**src/rtl/brc_pkg.sv**
```systemverilog
// Shared types and helpers for the iterative branch comparator.
// Funct3 decode lives here so the datapath stays small.
package brc_pkg;

  typedef enum logic [2:0] {
    BR_EQ  = 3'b000,
    BR_NE  = 3'b001,
    BR_LT  = 3'b100,
    BR_GE  = 3'b101,
    BR_LTU = 3'b110,
    BR_GEU = 3'b111
  } br_op_e;

  typedef enum logic [1:0] {
    IDLE,
    SCAN,
    DONE
  } brc_state_e;

  // funct3[1] selects unsigned; 010/011 land here too
  function automatic logic is_unsigned(input logic [2:0] f3);
    return f3[1];
  endfunction

  // only 010 and 011 are not branch encodings
  function automatic logic br_legal(input logic [2:0] f3);
    return f3[2] | ~f3[1];
  endfunction

  // funct3[2] picks less vs equal, funct3[0] inverts
  function automatic logic br_decide(
    input logic [2:0] f3,
    input logic       lt,
    input logic       eq
  );
    if (!br_legal(f3))
      return 1'b0;
    if (!f3[2])
      return eq ^ f3[0];
    return lt ^ f3[0];
  endfunction

endpackage

```
**src/rtl/brc_iter_if.sv**
```systemverilog
// Request/response bundle between operand read and branch resolve.
// Names follow the comparator's port list.
interface brc_iter_if #(
  parameter int XLEN = 32
);
  logic            i_flush;
  logic            i_valid;
  logic            o_ready;
  logic [XLEN-1:0] i_rs1_data;
  logic [XLEN-1:0] i_rs2_data;
  logic [2:0]      i_funct3;
  logic            o_valid;
  logic            i_ready;
  logic            o_br_less;
  logic            o_br_equal;
  logic            o_br_taken;
  logic            o_illegal;

  modport master (
    output i_flush, i_valid,
    output i_rs1_data, i_rs2_data,
    output i_funct3, i_ready,
    input  o_ready, o_valid,
    input  o_br_less, o_br_equal,
    input  o_br_taken, o_illegal
  );

  modport slave (
    input  i_flush, i_valid,
    input  i_rs1_data, i_rs2_data,
    input  i_funct3, i_ready,
    output o_ready, o_valid,
    output o_br_less, o_br_equal,
    output o_br_taken, o_illegal
  );
endinterface

```
**src/rtl/brc_chunk_cmp.sv**
```systemverilog
// Unsigned compare of one operand chunk.
// Purely combinational; the top feeds it the active chunk.
module brc_chunk_cmp #(
  parameter int W = 8
) (
  input  logic [W-1:0] a,
  input  logic [W-1:0] b,
  output logic         lt,
  output logic         eq
);

  // magnitude and equality of the selected slice
  always_comb begin
    lt = (a < b);
    eq = (a == b);
  end

endmodule

```
**src/rtl/brc_iter.sv**
```systemverilog
// Multi-cycle RV32 branch comparator, MSB-first chunk scan.
// Stops on the first differing chunk; result held until taken.
module brc_iter
  import brc_pkg::*;
#(
  parameter int XLEN  = 32,
  parameter int CHUNK = 8
) (
  input logic       i_clk,
  input logic       i_rst_n,
  brc_iter_if.slave bus
);

  localparam int NCHUNK = XLEN / CHUNK;
  localparam int IW =
    (NCHUNK > 1) ? $clog2(NCHUNK) : 1;

  if ((XLEN % CHUNK) != 0) begin : g_bad
    $error("brc_iter: CHUNK must divide XLEN");
  end

  brc_state_e      state_q;
  brc_state_e      state_d;
  logic [XLEN-1:0] a_q;
  logic [XLEN-1:0] b_q;
  logic [2:0]      f3_q;
  logic [IW-1:0]   idx_q;
  logic            less_q;
  logic            equal_q;
  logic            taken_q;
  logic            ill_q;

  logic [CHUNK-1:0] a_ch;
  logic [CHUNK-1:0] b_ch;
  logic             ch_lt;
  logic             ch_eq;
  logic             accept;
  logic             last;
  logic [XLEN-1:0]  msb_flip;

  assign a_ch = a_q[idx_q*CHUNK +: CHUNK];
  assign b_ch = b_q[idx_q*CHUNK +: CHUNK];

  brc_chunk_cmp #(
    .W (CHUNK)
  ) u_cmp (
    .a  (a_ch),
    .b  (b_ch),
    .lt (ch_lt),
    .eq (ch_eq)
  );

  // handshake and scan-terminate qualifiers
  always_comb begin
    accept = (state_q == IDLE)
           & bus.i_valid & ~bus.i_flush;
    last   = (idx_q == '0);
    msb_flip = '0;
    msb_flip[XLEN-1] =
      ~is_unsigned(bus.i_funct3);
  end

  // state register
  always_ff @(posedge i_clk or negedge i_rst_n) begin
    if (!i_rst_n)
      state_q <= IDLE;
    else
      state_q <= state_d;
  end

  // next state; flush wins over everything
  always_comb begin
    state_d = state_q;
    unique case (state_q)
      IDLE: if (accept) state_d = SCAN;
      SCAN: if (!ch_eq || last) state_d = DONE;
      DONE: if (bus.i_ready) state_d = IDLE;
      default: state_d = IDLE;
    endcase
    if (bus.i_flush)
      state_d = IDLE;
  end

  // handshake and result outputs
  always_comb begin
    bus.o_ready    = (state_q == IDLE);
    bus.o_valid    = (state_q == DONE);
    bus.o_br_less  = less_q;
    bus.o_br_equal = equal_q;
    bus.o_br_taken = taken_q;
    bus.o_illegal  = ill_q;
  end

  // operand capture, chunk walk and result latch
  always_ff @(posedge i_clk or negedge i_rst_n) begin
    if (!i_rst_n) begin
      a_q     <= '0;
      b_q     <= '0;
      f3_q    <= '0;
      idx_q   <= '0;
      less_q  <= 1'b0;
      equal_q <= 1'b0;
      taken_q <= 1'b0;
      ill_q   <= 1'b0;
    end else if (accept) begin
      a_q   <= bus.i_rs1_data ^ msb_flip;
      b_q   <= bus.i_rs2_data ^ msb_flip;
      f3_q  <= bus.i_funct3;
      idx_q <= IW'(NCHUNK - 1);
    end else if (state_q == SCAN && !bus.i_flush) begin
      if (!ch_eq) begin
        less_q  <= ch_lt;
        equal_q <= 1'b0;
        taken_q <= br_decide(f3_q, ch_lt, 1'b0);
        ill_q   <= ~br_legal(f3_q);
      end else if (last) begin
        less_q  <= 1'b0;
        equal_q <= 1'b1;
        taken_q <= br_decide(f3_q, 1'b0, 1'b1);
        ill_q   <= ~br_legal(f3_q);
      end else begin
        idx_q <= idx_q - 1'b1;
      end
    end
  end

endmodule
```
**src/flat_wrapper.sv**
```systemverilog
// flat-port wrapper written by rule: the top's interface ports become plain ports
module brc_iter_flat import brc_pkg::*;
#(
  parameter int XLEN  = 32,
  parameter int CHUNK = 8
)
  (i_clk, i_rst_n, bus_i_flush, bus_i_valid, bus_i_rs1_data, bus_i_rs2_data, bus_i_funct3, bus_i_ready, bus_o_ready, bus_o_valid, bus_o_br_less, bus_o_br_equal, bus_o_br_taken, bus_o_illegal);
  brc_iter_if #(.XLEN(XLEN)) bus_i ();
  input logic i_clk;
  input logic i_rst_n;
  input wire logic [$bits(bus_i.i_flush)-1:0] bus_i_flush;
  input wire logic [$bits(bus_i.i_valid)-1:0] bus_i_valid;
  input wire logic [$bits(bus_i.i_rs1_data)-1:0] bus_i_rs1_data;
  input wire logic [$bits(bus_i.i_rs2_data)-1:0] bus_i_rs2_data;
  input wire logic [$bits(bus_i.i_funct3)-1:0] bus_i_funct3;
  input wire logic [$bits(bus_i.i_ready)-1:0] bus_i_ready;
  output wire logic [$bits(bus_i.o_ready)-1:0] bus_o_ready;
  output wire logic [$bits(bus_i.o_valid)-1:0] bus_o_valid;
  output wire logic [$bits(bus_i.o_br_less)-1:0] bus_o_br_less;
  output wire logic [$bits(bus_i.o_br_equal)-1:0] bus_o_br_equal;
  output wire logic [$bits(bus_i.o_br_taken)-1:0] bus_o_br_taken;
  output wire logic [$bits(bus_i.o_illegal)-1:0] bus_o_illegal;
  assign bus_i.i_flush = bus_i_flush;
  assign bus_i.i_valid = bus_i_valid;
  assign bus_i.i_rs1_data = bus_i_rs1_data;
  assign bus_i.i_rs2_data = bus_i_rs2_data;
  assign bus_i.i_funct3 = bus_i_funct3;
  assign bus_i.i_ready = bus_i_ready;
  assign bus_o_ready = bus_i.o_ready;
  assign bus_o_valid = bus_i.o_valid;
  assign bus_o_br_less = bus_i.o_br_less;
  assign bus_o_br_equal = bus_i.o_br_equal;
  assign bus_o_br_taken = bus_i.o_br_taken;
  assign bus_o_illegal = bus_i.o_illegal;
  brc_iter #(.XLEN(XLEN), .CHUNK(CHUNK)) u_core (.i_clk(i_clk), .i_rst_n(i_rst_n), .bus(bus_i));
endmodule
```
**config.mk**
```make
export PLATFORM = sky130hd
export DESIGN_NAME = brc_iter_flat
export DESIGN_NICKNAME = d
export VERILOG_FILES = /design/src/rtl/brc_pkg.sv /design/src/rtl/brc_iter_if.sv /design/src/rtl/brc_chunk_cmp.sv /design/src/rtl/brc_iter.sv /design/src/flat_wrapper.sv
export SDC_FILE = /design/constraint.sdc
export NUM_CORES = 1
export LEC_CHECK = 0
export CAP_MARGIN = 20
export CELL_PAD_IN_SITES_DETAIL_PLACEMENT = 1
export CELL_PAD_IN_SITES_GLOBAL_PLACEMENT = 2
export CORE_ASPECT_RATIO = 1.1
export CORE_UTILIZATION = 33
export CTS_CLUSTER_DIAMETER = 40
export DETAILED_ROUTE_END_ITERATION = 10
export HOLD_SLACK_MARGIN = 0.12
export PLACE_DENSITY = 0.93
export SLEW_MARGIN = 5
export SYNTH_ARGS = -nofsm -noshare
export SYNTH_HDL_FRONTEND = slang
export SYNTH_SLANG_ARGS = --single-unit
```
**constraint.sdc**
```tcl
create_clock -name i_clk -period 7.2 [get_ports i_clk]
set_input_delay 1.8 -clock i_clk [delete_from_list [all_inputs] [get_ports i_clk]]
set_output_delay 1.8 -clock i_clk [all_outputs]
set_load 0.05 [all_outputs]
```
==> Implementation_results.wiki <==
{| class="wikitable"
! Metric !! Value
|-
| Power density over the cells || 274 nW/um^2
|-
| Die Span X || 100 um
|-
| Number of DRC violations after detailed routing || 0
|-
| Min cycle time layout || 3.53 ns
|-
| Ratio of final minimum period to clock period || 49.1%
|-
| # port buffers || 77
|-
| Portion of total power attributed to combinational logic || 22.8%
|-
| Final instance area || 4710 um^2
|-
| Nature of the critical path endpoint || output pin
|-
| Number of antenna violations at the first check in global routing || 0
|-
| Top cells by area, synth || dfrtp_1 (53%), nand2_1 (22%), mux4_2 (10%)
|-
| Antenna-violating nets left || 0
|-
| Level count of the clock H-tree || 3
|-
| Setup slack, reg-to-reg || 4.36 ns
|-
| Final net count || 525
|-
| Total count of max-transition violations in the final report || 0
|-
| Hold_buf cts || 0
|-
| Switching component of the power || 376 uW
|-
| Total GRT Usage || 16.2%
|-
| Area of the die || 11,100 um^2
|-
| Placer's final routability congestion estimate || 0.739
|-
| Area grow syn2layout || 34.3%
|-
| Maximum number of pins on one net before global-route repair || 76
|-
| Core Box Area || 10,300 um^2
|-
| Depth of the worst register-to-register path || 9
|-
| Reg2Reg Capture Point || u_core.idx_q[1]
|-
| Leakage power || 2.30 nW
|-
| Count of mapped cells out of synthesis || 371
|-
| Maximum buffer depth of the clock tree || 2
|-
| Netlist area before placement || 3510 um^2
|-
| Worst Path Class, Setup || reg2out
|-
| Height of the die || 110 um
|-
| Share of cells above drive strength 1 || 9.35%
|-
| Net Count, Synth || 452
|-
| End of the worst hold path || u_core.a_q[18]
|-
| Count of endpoints failing setup in the final report || 0
|-
| Via count || 2,697
|-
| EDFF count, synth || 0
|-
| Total negative slack || 0 ns
|-
| Fraction of synthesized cell area taken by the top area cell type || 53.5%
|-
| Site row count || 39
|-
| Biggest area consumer among synthesized cells || dfrtp_1
|-
| Clk_lat worst skew || 0.34 ns
|-
| Pre-Repair DR Iteration Count || 4
|-
| Vias per std cell || 4.56
|-
| IR Drop Worst-Case VDD || 0.105 mV
|-
| Achievable clock frequency || 283 MHz
|-
| Fin. Hold Viols || 0
|-
| Status || complete, no violations
|-
| Total setup buffers inserted after CTS || 0
|-
| TritonCTS clock tree || done
|-
| Maximum net fanout on the critical path || 4
|-
| Switching part of the total || 29.1%
|-
| Number of global-route vias before repair || 2,809
|-
| Count of clock tree sinks || 75
|-
| Routed WL || 8270 um
|-
| Starting density of the core || 33.9%
|-
| Violation count after the first detailed-routing iteration || 76
|-
| Clock skew after layout || 0.00559 ns
|-
| GRT Residual Overflow || 0
|-
| FFs w/ async S/R, synth || 100%
|-
| Hold Path Depth || 2
|-
| RR Startpoint || u_core.idx_q[0]
|-
| Seq pwr share || 42.9%
|-
| Total number of yosys warnings || 0
|-
| Number of buffers created by CTS || 9
|-
| Unrepaired setup endpoints after global routing || false
|-
| Average wire length per cell after detail routing || 14.0 um
|-
| Arrival time reported for the critical path endpoint || 1.73 ns
|-
| CP required || 5.40 ns
|-
| # resized after CTS || 0
|-
| Clock Power Share || 34.3%
|-
| Transition time of the tightest slew-check pin || 0.950 ns
|-
| Internal power consumption || 916 uW
|-
| Syn avg cell area || 9.46 um^2
|-
| Most common flop cell mapped by yosys || dfrtp_1
|-
| Clock input transition at the sequential cells of the worst setup and hold paths || 0.06 ns
|-
| Class of the most critical hold timing path || reg2reg
|-
| Start point of the worst min-delay path || u_core.a_q[18]
|-
| Post-DP HPWL || 5690 um
|-
| Distinct cell type count after synthesis || 27
|-
| Proportion of synthesized chip area in sequential cells || 53.5%
|-
| Placement Cell Area || 4420 um^2
|-
| Max-capacitance violation count || 0
|-
| Final antenna diode count || 0
|-
| Global-route wire length before repair || 13,500 um
|-
| Cell at the root of the clock tree || clkbuf_16
|-
| Flops & latches, synth || 75
|-
| Kind of launch point of the worst setup path || flop
|-
| Slew Limit Headroom || 36.7%
|-
| Top-level I/O count || 78
|}
-- worst max path at each step --
stage | startpoint | endpoint | slack [ns] | cells after the start
final | u_core.state_q[1] | bus_o_valid | 3.67 | 3
after global routing | u_core.state_q[1] | bus_o_valid | 3.60 | 3
after CTS | u_core.state_q[1] | bus_o_valid | 3.66 | 3
after detailed placement | bus_i_flush | u_core.a_q[31] | 3.68 | 5
after global placement | bus_i_flush | u_core.b_q[31] | 3.79 | 5
after floorplan | u_core.state_q[1] | bus_o_valid | 4.32 | 2
-- Yosys cell counts (3+ instances only) --
master,instances
nand2b_1,3
nor2_1,3
ha_1,9
mux4_2,16
buf_2,3
clkbuf_1,10
nand2_1,205
o21ai_0,7
inv_1,13
dfrtp_1,75
buf_4,5
a21oi_1,3
-- layer usage --
layer | track usage [%] | routed length [um] | up-vias
li1 | - | - | 1331
met1 | 20.4 | 3610 | 1310
met2 | 27.4 | 4230 | 44
met3 | 2.59 | 248 | 12
met4 | 7.45 | 171 | 0
met5 | 0 | 0 | -
-- kinds of logic after synthesis --
group | count (synthesis) | share of synthesized area (%)
xor gates and xnor gates | 4 | 0.998
and+or+nand+nor | 220 | 25.1
buffers and inverters | 31 | 3.96
muxes | 16 | 10.3
AOI/OAI and AO/OA | 16 | 3.03
adders and majority gates | 9 | 3.21
DFF | 75 | 53.5
-- area by class of cell --
| type | count | area, um^2 |
|---|---|---|
| inverter | 13 | 48.8 |
| tap | 143 | 179 |
| timing repair buffer | 80 | 811 |
| clock inverter | 7 | 68.8 |
| clock buffer | 9 | 225 |
| multi-input combinational | 265 | 1500 |
| sequential | 75 | 1880 |
| fill | 1215 | 5630 |
-- critical path, stage by stage, from the launching register on --
cell and delay, ns:
dfrtp_1 0.43, inv_1 0.08, nor2_1 0.09, clkdlybuf4s50_1 0.80
-- stage by stage --
step                      total power, mW  hold WS (ns)  setup slack (ns)  cells  util (%)
after detailed placement            0.858         0.459              3.68    576      42.7
after floorplan                     0.740         0.440              4.32    371         -
after global routing                 1.37         0.489              3.60    592      45.5
after CTS                            1.31         0.474              3.66    592      45.5
final                                1.29         0.465              3.67    592      45.5
after global placement              0.840         0.453              3.79    575      42.4
-- power groups by stage --
stage          Clock, mW  Combinational (mW)  Sequential [mW]
5_1_grt            0.470               0.332            0.564
2_1_floorplan          0               0.168            0.571
4_1_cts            0.455               0.302            0.554
6_report           0.443               0.295            0.554
3_5_place_dp           0               0.298            0.561
3_3_place_gp           0               0.285            0.555
-- state kept, by name, summed over array words and instances, names as in the netlist, 2 cells and up --
signal	flops
u_core.a_q	32
u_core.f3_q	3
u_core.b_q	32
u_core.idx_q	2
u_core.state_q	2
-- placed cells by master, fill, tap and decap left out, types with 2 or more instances in the layout --
cell type and n:
clkinv_2 3, nor2_1 3, o21ai_0 7, a21oi_1 3, buf_4 3, xnor2_1 2
clkinvlp_4 2, ha_1 9, o41ai_1 2, nand4_1 2, clkbuf_16 9, nand2_1 205
xor2_1 2, mux4_2 16, clkdlybuf4s50_1 76, nand2b_1 3, dfrtp_1 75, inv_1 13
No activity file was read; power rests on OpenSTA's default activity.
